==> src/rtl/regfile_scoreboard_pkg.sv <==
// Shared defaults for the register file: word size, register address size and
// the index of the hard-wired zero register.
package regfile_scoreboard_pkg;

    localparam int WORDSIZE    = 64;
    localparam int REGADDRSIZE = 5;
    localparam int XZR         = 31;

    // One-hot decode of a register address, used for pending set/clear masks.
    function automatic logic [(2**REGADDRSIZE)-1:0] addr_onehot(input logic [REGADDRSIZE-1:0] addr);
        logic [(2**REGADDRSIZE)-1:0] mask;
        mask       = '0;
        mask[addr] = 1'b1;
        return mask;
    endfunction

endpackage

==> src/rtl/regfile_scoreboard_pending.sv <==
// Pending-write scoreboard: one bit per register, set on issue and cleared on
// writeback, with a same-cycle set taking priority over the clear.
module regfile_scoreboard_pending
    import regfile_scoreboard_pkg::*;
#(
    parameter int ADDRW   = REGADDRSIZE,
    parameter int ZEROREG = XZR,
    parameter int BYPASS  = 1
) (
    input  logic             clk,
    input  logic             reset,
    input  logic [ADDRW-1:0] rn,
    input  logic [ADDRW-1:0] rm,
    input  logic             issue,
    input  logic [ADDRW-1:0] issue_rd,
    input  logic             wren,
    input  logic [ADDRW-1:0] rd,
    output logic             busyn,
    output logic             busym,
    output logic             waw
);

    localparam int               NREG      = 2**ADDRW;
    localparam logic [ADDRW-1:0] ZERO_ADDR = ADDRW'(ZEROREG);
    localparam logic             BYPASS_EN = (BYPASS != 0);

    logic [NREG-1:0] pending_r;
    logic [NREG-1:0] pending_next_s;
    logic            wr_hit_s;
    logic            issue_hit_s;

    assign wr_hit_s    = wren  && (rd       != ZERO_ADDR);
    assign issue_hit_s = issue && (issue_rd != ZERO_ADDR);

    // Next pending vector: clear first, then set, so a new producer supersedes the completing one.
    always_comb begin
        pending_next_s = pending_r;
        if (wr_hit_s) begin
            pending_next_s[rd] = 1'b0;
        end else begin
            pending_next_s = pending_next_s;
        end
        if (issue_hit_s) begin
            pending_next_s[issue_rd] = 1'b1;
        end else begin
            pending_next_s = pending_next_s;
        end
        pending_next_s[ZERO_ADDR] = 1'b0;
    end

    // Pending state register.
    always_ff @(posedge clk or posedge reset) begin
        if (reset) begin
            pending_r <= '0;
        end else begin
            pending_r <= pending_next_s;
        end
    end

    // Hazard flags; a writeback in flight only resolves a read hazard when it is forwarded.
    always_comb begin
        busyn = pending_r[rn] && (rn != ZERO_ADDR) && !(BYPASS_EN && wren && (rd == rn));
        busym = pending_r[rm] && (rm != ZERO_ADDR) && !(BYPASS_EN && wren && (rd == rm));
        waw   = issue_hit_s && pending_r[issue_rd] && !(wren && (rd == issue_rd));
    end

endmodule

==> src/rtl/regfile_scoreboard.sv <==
// Register file with two combinational read ports, one clocked write port,
// optional write-to-read bypass and a pending-write hazard scoreboard.
module regfile_scoreboard
    import regfile_scoreboard_pkg::*;
#(
    parameter int WIDTH   = WORDSIZE,
    parameter int ADDRW   = REGADDRSIZE,
    parameter int ZEROREG = XZR,
    parameter int BYPASS  = 1
) (
    input  logic             clk,
    input  logic             reset,
    input  logic [ADDRW-1:0] rn,
    input  logic [ADDRW-1:0] rm,
    output logic [WIDTH-1:0] outn,
    output logic [WIDTH-1:0] outm,
    output logic             busyn,
    output logic             busym,
    input  logic             issue,
    input  logic [ADDRW-1:0] issue_rd,
    output logic             waw,
    input  logic [ADDRW-1:0] rd,
    input  logic [WIDTH-1:0] in,
    input  logic             wren
);

    localparam int               NREG      = 2**ADDRW;
    localparam logic [ADDRW-1:0] ZERO_ADDR = ADDRW'(ZEROREG);
    localparam logic             BYPASS_EN = (BYPASS != 0);

    logic [WIDTH-1:0] regs_r [NREG];

    // Data array: writes to the zero register are dropped so its entry stays 0.
    always_ff @(posedge clk or posedge reset) begin
        if (reset) begin
            for (int i = 0; i < NREG; i++) begin
                regs_r[i] <= '0;
            end
        end else if (wren && (rd != ZERO_ADDR)) begin
            regs_r[rd] <= in;
        end
    end

    // Read port n: zero register, then same-cycle forward, then stored value.
    always_comb begin
        outn = '0;
        if (rn == ZERO_ADDR) begin
            outn = '0;
        end else if (BYPASS_EN && wren && (rd == rn)) begin
            outn = in;
        end else begin
            outn = regs_r[rn];
        end
    end

    // Read port m: same priority as port n.
    always_comb begin
        outm = '0;
        if (rm == ZERO_ADDR) begin
            outm = '0;
        end else if (BYPASS_EN && wren && (rd == rm)) begin
            outm = in;
        end else begin
            outm = regs_r[rm];
        end
    end

    regfile_scoreboard_pending #(
        .ADDRW   (ADDRW),
        .ZEROREG (ZEROREG),
        .BYPASS  (BYPASS)
    ) u_pending (
        .clk      (clk),
        .reset    (reset),
        .rn       (rn),
        .rm       (rm),
        .issue    (issue),
        .issue_rd (issue_rd),
        .wren     (wren),
        .rd       (rd),
        .busyn    (busyn),
        .busym    (busym),
        .waw      (waw)
    );

endmodule

==> config.mk <==
export PLATFORM = sky130hd
export DESIGN_NAME = regfile_scoreboard
export DESIGN_NICKNAME = d
export VERILOG_FILES = /design/src/rtl/regfile_scoreboard_pkg.sv /design/src/rtl/regfile_scoreboard_pending.sv /design/src/rtl/regfile_scoreboard.sv
export SDC_FILE = /design/constraint.sdc
export NUM_CORES = 2
export LEC_CHECK = 0
export ABC_AREA = 0
export ABC_CLOCK_PERIOD_IN_PS = 57200
export BUFFER_PORTS_ARGS = -buffer_cell sky130_fd_sc_hd__buf_2
export CORE_MARGIN = 2
export CORE_UTILIZATION = 25
export DETAILED_ROUTE_END_ITERATION = 16
export PLACE_DENSITY_LB_ADDON = 0.25
export SLEW_MARGIN = 40
export SYNTH_ARGS = -nofsm -noshare
export SYNTH_HDL_FRONTEND = slang
export SYNTH_HIERARCHICAL = 1
export SYNTH_SLANG_ARGS = --single-unit
==> constraint.sdc <==
create_clock -name clk -period 57.2 [get_ports clk]
set_input_delay 2.86 -clock clk [delete_from_list [all_inputs] [get_ports clk]]
set_output_delay 2.86 -clock clk [all_outputs]
set_load 0.005 [all_outputs]
# == Word level (Yosys, flattened, before mapping) ==
# Cells that the tools add are included.
# totals
regBits,2079
input_bits,88
out_inout_bits,131
word_cells,100
# classes
order_cmp,10
n_eq_ne,9
mux,25
bitwise_logic,6
reduce_logical,17
# ops
op,count
bitwise mux 2048 bit,1
binary-select mux 64 bit (select 5 bit),2
two-way mux 64 bit,9
demux 64 bit (select 5 bit),1
two-way mux 31 bit,2
bitwise AND 31 bit,1
NOT 31 bit,1
OR 31 bit,1
"less-than comparator 5 x 6 -> 1 bit, second input constant",4
"!= test 5 bit, second input constant",4
">= comparator 6 bit, second input constant",3
NOT 5 -> 6 bit,3
binary-select mux 1 bit (select 5 bit),3
equality test 5 bit,3
logical AND 1 bit,14
demux 1 bit (select 5 bit),2
"equality test 5 bit, second input constant",2
">= comparator 5 x 1 -> 1 bit, second input constant",2
"less-than comparator 6 x 1 -> 1 bit, second input constant",1
two-way mux 1 bit,5
zero test 1 bit,3

# == Logic depth before layout (Yosys ltp) ==
# logic_depth
word_depth,9
ltp_mapped,9
mapped_depth_nobuf,5

# == Modules after synthesis ==
# The synthesis kept the hierarchy.
# by_module_without_submodules
module,instances,cells_each,area_per_inst_um2,seq_area_each_um2
regfile_scoreboard,1,7053,107944.8,51249.2
regfile_scoreboard_pending,1,238,2332.2,775.7

# == Worst setup path before layout ==
# Ideal clock, no wire load.
# synth_path
path_kind,input to output
start,input rn[0]
end,output outn[49]
arrival_ns,4.450
slack_ns,49.890
cell_stages,6
path_cell_list,buf_6 -> buf_6 -> buf_2 -> mux4_2 -> a2111oi_1 -> o21ai_1
# synth_between
elab_chain_cells,6
# synth_rtl
element,line_no,text
from (decl),regfile_scoreboard.sv:13,"input logic [ADDRW-1:0] rn,"
NOT 5 -> 6 bit (implied by the code),regfile_scoreboard.sv:52,outn = regs_r[rn];
binary-select mux 64 bit (select 5 bit),regfile_scoreboard.sv:52,
two-way mux 64 bit (implied by the code) (2 in series),regfile_scoreboard.sv:52,
two-way mux 64 bit,regfile_scoreboard.sv:49,end else if (BYPASS_EN && wren && (rd == rn)) begin
two-way mux 64 bit *,regfile_scoreboard.sv:47,if (rn == ZERO_ADDR) begin
to (decl),regfile_scoreboard.sv:15,"output logic [WIDTH-1:0] outn,"
# Every way passes the cells marked *; elsewhere a longest branch is shown, timed or not. The select of a mux whose other input is x is not followed.

# == Final worst setup path ==
# layout_path
start,input rn[0]
end,output outn[35]
# Same word-level chain as after synthesis.

==> results_dict.tcl <==
set metrics [dict create \
    ctsHoldBuffers 0 \
    core_sq_um 439000 \
    cts_root_buf "clkbuf_16" \
    dp_cells 12764 \
    worst-path-max-fanout 40 \
    synth-edff-count 0 \
    setup_viol 0 \
    die_h_microns 668 \
    antenna_found_initial 75 \
    die_x_microns 668 \
    grt_pass1_vias 75613 \
    nets 7220 \
    fillers 43854 \
    dpl.hpwl_mm 260 \
    setup-tns-final_ps 0 \
    yosys_warnings 6 \
    grt_start_max_net_pins 158 \
    power_w 0.00446 \
    finalMaxSlewViolations 0 \
    synth_cell_types 61 \
    tightestPinTransition_ps 915 \
    power.density_nw_per_um2 35.4 \
    ant_nets 0 \
    area_delta_synth_final_pct 14.2 \
    end_kind "output port" \
    fin_crit_sh 0.183 \
    routedWlPerCell_microns 34.6 \
    crit_required_ps 54340 \
    p_leak_nw 52.7 \
    hold_violations 0 \
    peakVddDrop_uv 27.0 \
    port_buffers 218 \
    insertion_delay_ps 900 \
    fmax_mhz 95.5 \
    relSlewSlack 0.390 \
    fin_worst_skew_ps 0 \
    ys_async_sr_fraction 1.00 \
    design_area_sq_um 126000 \
    cts.sinks 2079 \
    grt_pass1_wl_mm 634 \
    rows 243 \
    vias_per_cell 5.49 \
    period_needed_ps 10470 \
    dieArea_sq_um 446000 \
    tritoncts "yes" \
    drv_cap 0 \
    outcome "completed" \
    ys_ff_latch 2079 \
    cp.arrival_ps 7610 \
    initialDrtViolationCount 6723 \
    cts_setup_buffers 0 \
    synth_nets 7379 \
    syn_area_sq_um 110000 \
    instances_no_fill 13234 \
    synthTopCellsByCount "dfrtp_1 (2079), mux2_2 (1896), mux4_2 (1020)" \
    dr.pass1.iters 5 \
    gp_congestion 0.777 \
    gr-total-overflow 0 \
    drive_above_1_share 0.524 \
    grt.total_usage 0.201 \
    hold_class "reg -> reg" \
    synth_area_leader_cell "dfrtp_1" \
    synth_flop_cell "dfrtp_1" \
    hold_slack_ps 392 \
    yosysMostFrequentCell "dfrtp_1" \
    rsz0062_at_grt "no" \
    critPathKind "in -> out" \
    ys_seq_area_frac 0.472 \
    initial_core_util 0.251 \
    yosysTopAreaCellShare 0.472 \
    avgSynthCellArea_sq_um 15.1 \
    ios 219 \
    ctsResizeCount 0 \
    drc_errors 0 \
    cts_buffers 242 \
    htree_levels 4 \
    startpoint_type "input port" \
    ys_top_cells_by_area "dfrtp_1 (47%), mux4_2 (21%), mux2_2 (19%)" \
    wl_mm 458 \
    clk_pin_slew_ps 60 \
    synthCells 7291 \
    dpl_cell_area_sq_um 118000 \
    clk_path_buf_depth 4 \
    num_vias 72657 \
]
==> final timing paths <==
path / startpoint / endpoint / slack, ps / cells past startpoint
setup / recovery: rn[0] / outn[35] / 46730 / 11
hold / removal: regs_r[13]$_DFFE_PP0P_ / regs_r[13]$_DFFE_PP0P_ / 390 / 0
setup reg to reg: regs_r[637]$_DFFE_PP0P_ / regs_r[637]$_DFFE_PP0P_ / 56360 / 1
hold reg to reg: regs_r[13]$_DFFE_PP0P_ / regs_r[13]$_DFFE_PP0P_ / 390 / 0
max in group asynchronous: reset / regs_r[1762]$_DFFE_PP0P_ / 50990 / 9
min in group asynchronous: reset / regs_r[1913]$_DFFE_PP0P_ / 2000 / 2
==> cell usage in the layout, fill, tap and decap left out, types with 67 or more instances in the layout <==
master     Yosys  routed
o22ai_1      184     184
clkbuf_8       0      71
o21ai_0       69      69
a22oi_1      143     143
nand2_1      209     183
mux4_2      1020    1020
mux2_2      1896    1896
buf_4         86     123
dfrtp_1     2079    2079
buf_2        223     210
clkbuf_16      0     242
a211oi_1      67      67
mux2i_1      119     119
mux2_1        90      90
buf_6         19      71
a21oi_1       89      88
a22o_1       101     101
==> flip-flops by register name (all words and copies together), names as in the netlist <==
register	cells
regs_r	2048
u_pending/pending_r	31
==> critical path, cell delays in order <==
cell and delay [ps]:
buf_8 350, buf_12 440, buf_4 500, buf_6 600
buf_6 590, buf_6 590, mux4_2 340, o22ai_1 90
nor4_1 680, a22o_1 230, buf_2 110
==> layer usage <==
| layer | routed length, microns | track usage | part of all wire | vias up |
|---|---|---|---|---|
| met5 | 85 | 0 | 0.00019 | - |
| met4 | 21500 | 0.0800 | 0.047 | 14 |
| met3 | 27400 | 0.0329 | 0.060 | 865 |
| met2 | 218000 | 0.330 | 0.48 | 2819 |
| met1 | 191000 | 0.265 | 0.42 | 40807 |
| li1 | - | - | - | 28152 |
==> metrics by stage <==
step                utilization  setup WS, ps
finish                    0.287         46730
global route              0.287         46400
CTS                       0.287         46300
detailed placement        0.268         46310
global placement          0.266         45110
floorplan                     -         25900
==> report_power, final <==
group          leakage, nW  switching, W  internal (W)
clock network         4.00      0.000670      0.000929
registers             26.6      0.000204       0.00175
logic                 22.1      0.000384      0.000521
==> cells by family (layout without fill, tap and decap cells) <==
group	Yosys count	after routing	synth area share
muxes	3128	3128	0.423
DFF	2079	2079	0.472
buffers and inverters	857	894	0.0359
AOI/OAI and AO/OA	763	763	0.0481
and+or+nand+nor	439	439	0.0196
xor gates and xnor gates	25	25	0.00199
other	0	26	0
==> cell type report <==
cell class,instances,area (sq um),area share
diodes,26,65.1,0.000516
multi-input cells,4355,54700,0.434
inverters,5,35.0,0.000278
well taps,5880,7360,0.0584
flip-flops and latches,2079,52000,0.413
clock inverters,82,866,0.00687
repair buffers,449,3730,0.0296
clock buffers,358,7170,0.0569
Note: power is estimated with default switching activity, not from simulation.
